--- src/rtl/tof_bram_read_arb.sv ---
// Round-robin arbiter giving two requesters burst read access to the ToF BRAM port B.
// A grant latches address/length; the burst streams one address per cycle, then drains the read pipeline.
module tof_bram_read_arb #(
  parameter int unsigned ADDR_W = 9,
  parameter int unsigned DATA_W = 16,
  parameter int unsigned LEN_W  = 7
) (
  input  logic              clk,
  input  logic              reset,
  input  logic              req0,
  input  logic              req1,
  input  logic [ADDR_W-1:0] addr0,
  input  logic [ADDR_W-1:0] addr1,
  input  logic [LEN_W-1:0]  len0,
  input  logic [LEN_W-1:0]  len1,
  output logic              gnt0,
  output logic              gnt1,
  output logic [ADDR_W-1:0] bram_addr,
  input  logic [DATA_W-1:0] bram_dout,
  output logic [DATA_W-1:0] rd_data,
  output logic              rd_valid0,
  output logic              rd_valid1,
  output logic              rd_last,
  output logic              busy
);

  typedef enum logic [1:0] {IDLE, BURST, DRAIN} state_t;

  state_t            state_q, state_d;
  logic              owner_q, owner_d;
  logic              rr_q, rr_d;          // 1: requester 1 was granted last
  logic [ADDR_W-1:0] cur_q, cur_d;
  logic [LEN_W-1:0]  cnt_q, cnt_d;
  logic              issue_q, issue_d;
  logic              issue_last_q, issue_last_d;
  logic [ADDR_W-1:0] bram_addr_d;
  logic              gnt0_d, gnt1_d;
  logic              rd_valid0_d, rd_valid1_d, rd_last_d, busy_d;
  logic              pick1;
  logic [LEN_W-1:0]  pick_len;

  assign rd_data = bram_dout;

  // Next-state and registered-output logic
  always_comb begin
    state_d      = state_q;
    owner_d      = owner_q;
    rr_d         = rr_q;
    cur_d        = cur_q;
    cnt_d        = cnt_q;
    issue_d      = 1'b0;
    issue_last_d = 1'b0;
    bram_addr_d  = bram_addr;
    gnt0_d       = 1'b0;
    gnt1_d       = 1'b0;
    rd_valid0_d  = issue_q & ~owner_q;
    rd_valid1_d  = issue_q & owner_q;
    rd_last_d    = issue_last_q;
    pick1        = req1 & (~req0 | ~rr_q);
    pick_len     = pick1 ? len1 : len0;

    case (state_q)
      IDLE: begin
        if (req0 | req1) begin
          gnt0_d  = ~pick1;
          gnt1_d  = pick1;
          owner_d = pick1;
          rr_d    = pick1;
          cur_d   = pick1 ? addr1 : addr0;
          cnt_d   = pick_len;
          if (pick_len != LEN_W'(0)) state_d = BURST;
        end
      end
      BURST: begin
        if (cnt_q != LEN_W'(0)) begin
          bram_addr_d  = cur_q;
          cur_d        = cur_q + ADDR_W'(1);
          cnt_d        = cnt_q - LEN_W'(1);
          issue_d      = 1'b1;
          issue_last_d = (cnt_q == LEN_W'(1));
        end else begin
          state_d = DRAIN;
        end
      end
      DRAIN:   state_d = IDLE;
      default: state_d = IDLE;
    endcase

    busy_d = (state_d != IDLE);
  end

  // State and output registers
  always_ff @(posedge clk) begin
    if (reset) begin
      state_q      <= IDLE;
      owner_q      <= 1'b0;
      rr_q         <= 1'b1;
      cur_q        <= '0;
      cnt_q        <= '0;
      issue_q      <= 1'b0;
      issue_last_q <= 1'b0;
      bram_addr    <= '0;
      gnt0         <= 1'b0;
      gnt1         <= 1'b0;
      rd_valid0    <= 1'b0;
      rd_valid1    <= 1'b0;
      rd_last      <= 1'b0;
      busy         <= 1'b0;
    end else begin
      state_q      <= state_d;
      owner_q      <= owner_d;
      rr_q         <= rr_d;
      cur_q        <= cur_d;
      cnt_q        <= cnt_d;
      issue_q      <= issue_d;
      issue_last_q <= issue_last_d;
      bram_addr    <= bram_addr_d;
      gnt0         <= gnt0_d;
      gnt1         <= gnt1_d;
      rd_valid0    <= rd_valid0_d;
      rd_valid1    <= rd_valid1_d;
      rd_last      <= rd_last_d;
      busy         <= busy_d;
    end
  end

endmodule

--- config.mk ---
export PLATFORM = sky130hd
export DESIGN_NAME = tof_bram_read_arb
export DESIGN_NICKNAME = d
export VERILOG_FILES = /design/src/rtl/tof_bram_read_arb.sv
export SDC_FILE = /design/constraint.sdc
export NUM_CORES = 1
export LEC_CHECK = 0
export CELL_PAD_IN_SITES_DETAIL_PLACEMENT = 0
export CELL_PAD_IN_SITES_GLOBAL_PLACEMENT = 2
export CORE_ASPECT_RATIO = 0.7
export CORE_MARGIN = 2
export CORE_UTILIZATION = 23
export DETAILED_ROUTE_END_ITERATION = 7
export PLACE_DENSITY = 0.89
export SYNTH_ARGS = -nofsm -noshare
export SYNTH_HDL_FRONTEND = slang
export SYNTH_SLANG_ARGS = --single-unit
--- constraint.sdc ---
create_clock -name clk -period 2.5 [get_ports clk]
set_clock_uncertainty 0.2 [all_clocks]
set_input_delay 0.75 -clock clk [delete_from_list [all_inputs] [get_ports clk]]
set_output_delay 0.75 -clock clk [all_outputs]
set_load 0.02 [all_outputs]
==> results.sh, run 1 <==
export IMPL_p_per_area_mw_per_mm2=822.0
export IMPL_power_uw=2348
export IMPL_globalplace_congestion=0.8828
export IMPL_htreeDepth=2
export IMPL_synth_main_ff_cell="dfxtp_1"
export IMPL_setup_tns_ps=0
export IMPL_cts_resized=0
export IMPL_synth_edf_count=0
export IMPL_die_height_um=82.35
export IMPL_status="completed"
export IMPL_synth_seq_area_share=0.3672
export IMPL_ys_ff_latch=37
export IMPL_wl_per_cell_um=14.33
export IMPL_coreArea_sq_mm=0.008478
export IMPL_rsz0062_at_grt="no"
export IMPL_cap_violations=0
export IMPL_rows=28
export IMPL_grt_max_degree=16
export IMPL_drc=0
export IMPL_root_buffer="clkbuf_16"
export IMPL_dieArea_sq_mm=0.009546
export IMPL_cp_common_cell="a21oi_1"
export IMPL_ys_warnings_count=0
export IMPL_start_kind="input pin"
export IMPL_final_setup_viol_count=0
export IMPL_end_kind="flip-flop"
export IMPL_crit_chain="clkdlybuf4s50_1 > a21bo_2 > buf_12 > nand2_1 > a21oi_1 > a21oi_1 > nor3_1"
export IMPL_cp_arrival_ps=2240
export IMPL_drv_slew=0
export IMPL_io_pins=83
export IMPL_syn_area_sq_mm=0.002017
export IMPL_grt_pass1_vias=2003
export IMPL_die_width_um=115.9
export IMPL_r2r_start="cnt_q[1]"
export IMPL_cts_hold_buf=0
export IMPL_rrSetupSlack_ps=420
export IMPL_via_per_inst=4.673
export IMPL_path_class="in -> reg"
export IMPL_drive_gt1_frac=0.1210
export IMPL_port_buffers=50
export IMPL_placed_area_sq_mm=0.002680
export IMPL_antenna_cells=0
export IMPL_cts_buffers=5
export IMPL_cts_setup_buffers=0
export IMPL_fin_nets=368
export IMPL_relSlewSlack=0.7183
export IMPL_first_iter_violations=130
export IMPL_ant_nets=0
export IMPL_antenna_found_initial=0
export IMPL_postSynthCellCount=263
export IMPL_holdPathStages=1
export IMPL_tritoncts="yes"
export IMPL_vdd_drop_max_v=0.0002860
export IMPL_hold_viol=0
export IMPL_syn2layout_area_growth_pct=41.63
export IMPL_hold_end="rd_last"
export IMPL_period_share=0.8966
export IMPL_r2r_cells=7
export IMPL_clockBufferDepth=2
export IMPL_hold_path_class="reg -> reg"
export IMPL_grtUsageTotal=0.1396
export IMPL_critPathRequiredTime_ps=2500
export IMPL_hpwl_mm=4.832
export IMPL_fmax_mhz=446.1
export IMPL_cp_max_fo=11
export IMPL_path_clk_slew_ps=60
export IMPL_clock_latency_ps=280
export IMPL_cp_slowest_cell="clkdlybuf4s50_1"
export IMPL_overflow=0
export IMPL_cellLeakagePower_uw=0.001068
export IMPL_holdCritStartpoint="issue_last_q"
export IMPL_routed_wl_mm=6.221
export IMPL_min_period_ps=2241
export IMPL_first_pass_iters=4
export IMPL_worst_pin_slew_ps=421.9
export IMPL_grt_pass1_wl_mm=10.22
export IMPL_final_cell_area_sq_mm=0.002856
export IMPL_syn_area_per_cell_sq_um=7.669
export IMPL_start_util=0.2379
export IMPL_clock_sinks=37
export IMPL_vias=2028
export IMPL_synth_fp_nets=318
export IMPL_timing_critical_path_slowest_cell_delay_ps=520
export IMPL_synthArstFlopShare=0
export IMPL_yosysUniqueCellTypes=44
export IMPL_r2r_end="cur_q[6]"
-- cell usage after synthesis (4+ instances only) --
cell      instances  area [sq um]
a21oi_1          29         145.1
nor4_1            4         25.02
nand3_1          16         80.08
mux2i_1           4         40.04
nand2_1          51         191.4
buf_2             7         35.03
buf_4            16         120.1
o21ai_0          14         70.07
clkbuf_1          7         26.28
nand4_1           4         25.02
nor3_1           13         65.06
dfxtp_1          37         740.7
inv_1             5         18.77
nor2_1           12         45.04
-- worst max-delay path: cells and delay by family --
| family | cells | cell delay, ps |
|---|---|---|
| AOI/OAI and AO/OA | 3 | 600 |
| buffers and inverters | 2 | 680 |
| and+or+nand+nor | 2 | 200 |
-- worst max-delay path by stage --
| stage | end | start | cells after the start |
|---|---|---|---|
| 6_report | cnt_q[6] | req0 | 7 |
| 5_1_grt | cur_q[2] | req0 | 7 |
| 3_5_place_dp | cur_q[2] | req0 | 7 |
| 2_1_floorplan | cur_q[8] | req1 | 5 |
| 4_1_cts | cur_q[2] | req0 | 7 |
| 3_3_place_gp | cur_q[2] | req0 | 7 |
-- registers in the layout (all words and copies together) (netlist names), 2 cells and up --
| register | cells |
|---|---|
| state_q | 2 |
| cnt_q | 7 |
| cur_q | 9 |
| bram_addr | 9 |
-- layer usage --
metal  GRT usage  vias to the layer above  routed length, um
li1            -                     1021                  -
met1      0.2024                      946               3166
met2      0.2082                       55               2603
met3     0.03431                        6                408
met4     0.03214                        0                 42
met5           0                        -                  0
-- cells in the final DEF, fill, tap and decap left out, drive strengths merged, types with 2 or more instances in the layout --
cell type,synthesis,layout
nand2,52,52
clkdlybuf4s50,0,50
dfxtp,37,37
a21oi,30,30
buf,24,24
nand3,16,16
o21ai,16,16
nor3,13,13
nor2,12,12
clkbuf,7,6
inv,5,5
nor4,4,4
nand4,4,4
mux2i,4,4
a31oi,3,3
nand2b,3,3
and2,3,3
a221oi,3,3
ha,3,3
or3,2,2
a311oi,2,2
o211ai,2,2
a32o,2,2
nor4b,2,2
-- cell type report --
cell class / instances / area [sq um]
fill: 921 / 5622
multi-input combinational: 189 / 1061
sequential: 37 / 740.7
timing repair buffer: 74 / 705.7
tap: 120 / 150.1
clock buffer: 6 / 138.9
clock inverter: 2 / 37.54
inverter: 6 / 22.52
-- cell families (layout without fill, tap and decap cells) --
group	Yosys count	in the layout	synth area share
muxes	4	4	0.01985
buffers and inverters	37	88	0.1067
and+or+nand+nor	115	115	0.2748
AOI/OAI and AO/OA	67	67	0.2128
DFF	37	37	0.3672
adders and majority gates	3	3	0.01861
-- through the flow --
stage / utilization / setup WS [ps] / hold WS, ps / cells
after floorplan: - / 487.5 / 212.9 / 263
after global placement: 0.3161 / -0.8455 / 226.9 / 426
after detailed placement: 0.3161 / -34.70 / 228.6 / 426
after CTS: 0.3369 / 261.3 / 248.4 / 434
after global routing: 0.3369 / 112.1 / 278.5 / 434
final: 0.3369 / 258.5 / 241.0 / 434
-- where the power goes --
group / switching (uW) / leakage [uW] / internal (uW)
clock network: 250 / 0.0000831 / 498
logic: 433 / 0.000681 / 376
registers: 107 / 0.000304 / 685
Power figures use the tool's default switching activity.
==> run 2, diff against run 1 <==
--- a/config.mk
+++ b/config.mk
@@ -5,13 +5,14 @@
 export SDC_FILE = /design/constraint.sdc
 export NUM_CORES = 1
 export LEC_CHECK = 0
+export ABC_AREA = 1
 export CELL_PAD_IN_SITES_DETAIL_PLACEMENT = 0
 export CELL_PAD_IN_SITES_GLOBAL_PLACEMENT = 2
 export CORE_ASPECT_RATIO = 0.7
 export CORE_MARGIN = 2
-export CORE_UTILIZATION = 23
+export CORE_UTILIZATION = 22
 export DETAILED_ROUTE_END_ITERATION = 7
-export PLACE_DENSITY = 0.89
+export PLACE_DENSITY = 0.87
 export SYNTH_ARGS = -nofsm -noshare
 export SYNTH_HDL_FRONTEND = slang
 export SYNTH_SLANG_ARGS = --single-unit
==> constraint.sdc (replaced) <==
create_clock -name clk -period 2.25 [get_ports clk]
set_clock_uncertainty 0.2 [all_clocks]
set_input_delay 0.675 -clock clk [delete_from_list [all_inputs] [get_ports clk]]
set_output_delay 0.675 -clock clk [all_outputs]
set_load 0.02 [all_outputs]
==> results.sh, run 2 <==
export IMPL_status="completed"
export IMPL_grt_pass1_vias=2022
export IMPL_crit_chain="clkdlybuf4s50_1"
export IMPL_routed_wl_mm=6.162
export IMPL_hold_end="rd_valid0"
export IMPL_cp_max_fo=1
export IMPL_synth_top_cells_by_area="dfxtp_1 (35%), nor2_1 (10%), nand2_1 (10%)"
export IMPL_end_kind="output port"
export IMPL_clockPowerShare=0.317
export IMPL_clock_latency_ps=280
export IMPL_holdPathStages=1
export IMPL_tritoncts="yes"
export IMPL_start_util=0.2233
export IMPL_rows=30
export IMPL_grtUsageTotal=0.1211
export IMPL_netlist_area_leader_share=0.3466
export IMPL_synth_main_ff_cell="dfxtp_1"
export IMPL_final_setup_viol_count=0
export IMPL_rrSetupSlack_ps=260
export IMPL_vdd_drop_max_v=0.0003745
export IMPL_p_per_area_mw_per_mm2=978.1
export IMPL_yosysUniqueCellTypes=28
export IMPL_rsz0062_at_grt="no"
export IMPL_fin_nets=422
export IMPL_fmax_mhz=476.6
export IMPL_globalplace_congestion=0.7832
export IMPL_overflow=0
export IMPL_cts_resized=0
export IMPL_final_cell_mix="nor2_1 (59), nand2_1 (58), clkdlybuf4s50_1 (50)"
export IMPL_worst_pin_slew_ps=372.9
export IMPL_postSynthCellCount=318
export IMPL_ys_ff_latch=37
export IMPL_first_iter_violations=226
export IMPL_yosysMostFrequentCell="nor2_1"
export IMPL_synth_edf_count=0
export IMPL_syn_area_sq_mm=0.002137
export IMPL_final_cell_count_no_fill=496
export IMPL_relSlewSlack=0.7508
export IMPL_crit_family="buffers and inverters"
export IMPL_hold_viol=0
export IMPL_hold_slack_ps=244.4
export IMPL_r2r_end="cnt_q[1]"
export IMPL_vias=2111
export IMPL_r2r_start="cnt_q[0]"
export IMPL_dp_slack_ps=-106.5
export IMPL_critical_path_buf_inv_count=1
export IMPL_root_buffer="clkbuf_16"
export IMPL_grt_max_degree=24
export IMPL_drive_gt1_frac=0.1250
export IMPL_clockBufferDepth=2
export IMPL_holdCritStartpoint="owner_q"
export IMPL_timing_critical_path_slowest_cell_delay_ps=610
export IMPL_dp_cells=488
export IMPL_switching_share=0.3510
export IMPL_ant_nets=0
export IMPL_htreeDepth=2
export IMPL_dieArea_sq_mm=0.01053
export IMPL_die_width_um=121.8
export IMPL_cts_setup_buffers=0
export IMPL_antenna_cells=0
export IMPL_combPwrFrac=0.368
export IMPL_syn2layout_area_growth_pct=37.70
export IMPL_fin_ws_ps=151.7
export IMPL_start_kind="flip-flop"
export IMPL_via_per_inst=4.256
export IMPL_min_period_ps=2098
export IMPL_cp_slowest_cell="clkdlybuf4s50_1"
export IMPL_syn_area_per_cell_sq_um=6.720
export IMPL_synth_seq_area_share=0.3466
export IMPL_synthTopCellsByCount="nor2_1 (59), nand2_1 (58), dfxtp_1 (37), o21ai_0 (31), inv_1 (30)"
export IMPL_antenna_found_initial=0
export IMPL_ys_warnings_count=0
export IMPL_cp_arrival_ps=1220
export IMPL_cts_hold_buf=0
export IMPL_path_class="reg -> out"
export IMPL_port_buffers=50
export IMPL_coreArea_sq_mm=0.009572
export IMPL_critPathRequiredTime_ps=1370
export IMPL_synth_fp_nets=373
export IMPL_synthArstFlopShare=0
export IMPL_die_height_um=86.46
export IMPL_path_clk_slew_ps=60
export IMPL_first_pass_iters=4
export IMPL_cts_buffers=5
export IMPL_io_pins=83
export IMPL_period_share=0.9326
export IMPL_drv_slew=0
export IMPL_power_switching_uw=1010
export IMPL_drc=0
export IMPL_pwr_share_seq=0.315
export IMPL_reg_top3="bram_addr: 9 flops, cur_q: 9 flops, cnt_q: 7 flops"
export IMPL_p_int_uw=1868
export IMPL_clock_sinks=37
export IMPL_grt_pass1_wl_mm=9.991
export IMPL_synth_area_leader_cell="dfxtp_1"
export IMPL_r2r_cells=9
export IMPL_cellLeakagePower_uw=0.001284
export IMPL_wl_per_cell_um=12.42
export IMPL_hold_path_class="reg -> reg"
export IMPL_hpwl_mm=4.626
export IMPL_cap_violations=0
export IMPL_layout_commonest_cell="nor2_1"
## run 2: cell count changes in the layout (fill, tap and decap cells not counted), moves of 13 or more
cell,change
a21oi_1,-16
inv_1,+25
nor2_1,+47
nor3_1,-13
o21ai_0,+17
o21ai_1,+13
## run 2: cell type report
| cell class | instances | area [sq um] |
|---|---|---|
| fillers | 1055 | 6629 |
| multi-input cells | 220 | 1069 |
| flip-flops and latches | 37 | 740.7 |
| repair buffers | 69 | 655.6 |
| well taps | 128 | 160.2 |
| inverters | 34 | 127.6 |
| clock buffers | 5 | 125.1 |
| clock inverters | 3 | 65.06 |
## run 2: power by group through the flow
| stage | Clock [uW] | Sequential, uW | Combinational, uW |
|---|---|---|---|
| 2_1_floorplan | 0 | 960 | 688 |
| 3_3_place_gp | 0 | 923 | 1050 |
| 3_5_place_dp | 0 | 921 | 1060 |
| 4_1_cts | 927 | 909 | 1070 |
| 5_1_grt | 961 | 932 | 1190 |
| 6_report | 912 | 907 | 1060 |
## run 2: through the flow
stage | power, uW | setup TNS (ps) | utilization | instance area (sq um)
2_1_floorplan | 1648 | 0 | - | 2137
3_3_place_gp | 1972 | -529.7 | 0.2876 | 2753
3_5_place_dp | 1979 | -1262 | 0.2876 | 2753
4_1_cts | 2900 | 0 | 0.3075 | 2943
5_1_grt | 3080 | 0 | 0.3075 | 2943
6_report | 2878 | 0 | 0.3075 | 2943
## run 2: cells by family after synthesis
family	Yosys count	synth area share
and+or+nand+nor	152	0.3144
DFF	37	0.3466
buffers and inverters	61	0.1534
adders and majority gates	3	0.01757
xor gates and xnor gates	1	0.004099
AOI/OAI and AO/OA	64	0.1639
## run 2: worst reg2reg max path: stages (launching register included)
cell,delay (ps)
dfxtp_1,350
inv_1,120
ha_1,300
nand2_4,130
nor2_2,70
nor2_4,310
nor2_4,80
buf_4,160
nor2_1,120
nor2_1,50
## run 2: routing by layer
layer / routed length (um) / vias to the layer above / global-route usage
met5: 0 / - / 0
met4: 10 / 0 / 0.01672
met3: 527 / 2 / 0.03618
met2: 2375 / 81 / 0.1747
met1: 3249 / 930 / 0.1805
li1: - / 1098 / -
## run 2: worst max path at each step
stage / startpoint / endpoint / cells after the start
2_1_floorplan: req1 / cur_q[0] / 7
3_3_place_gp: req1 / cnt_q[1] / 9
3_5_place_dp: req1 / cnt_q[1] / 7
4_1_cts: busy / busy / 1
5_1_grt: req1 / cur_q[6] / 7
6_report: busy / busy / 1
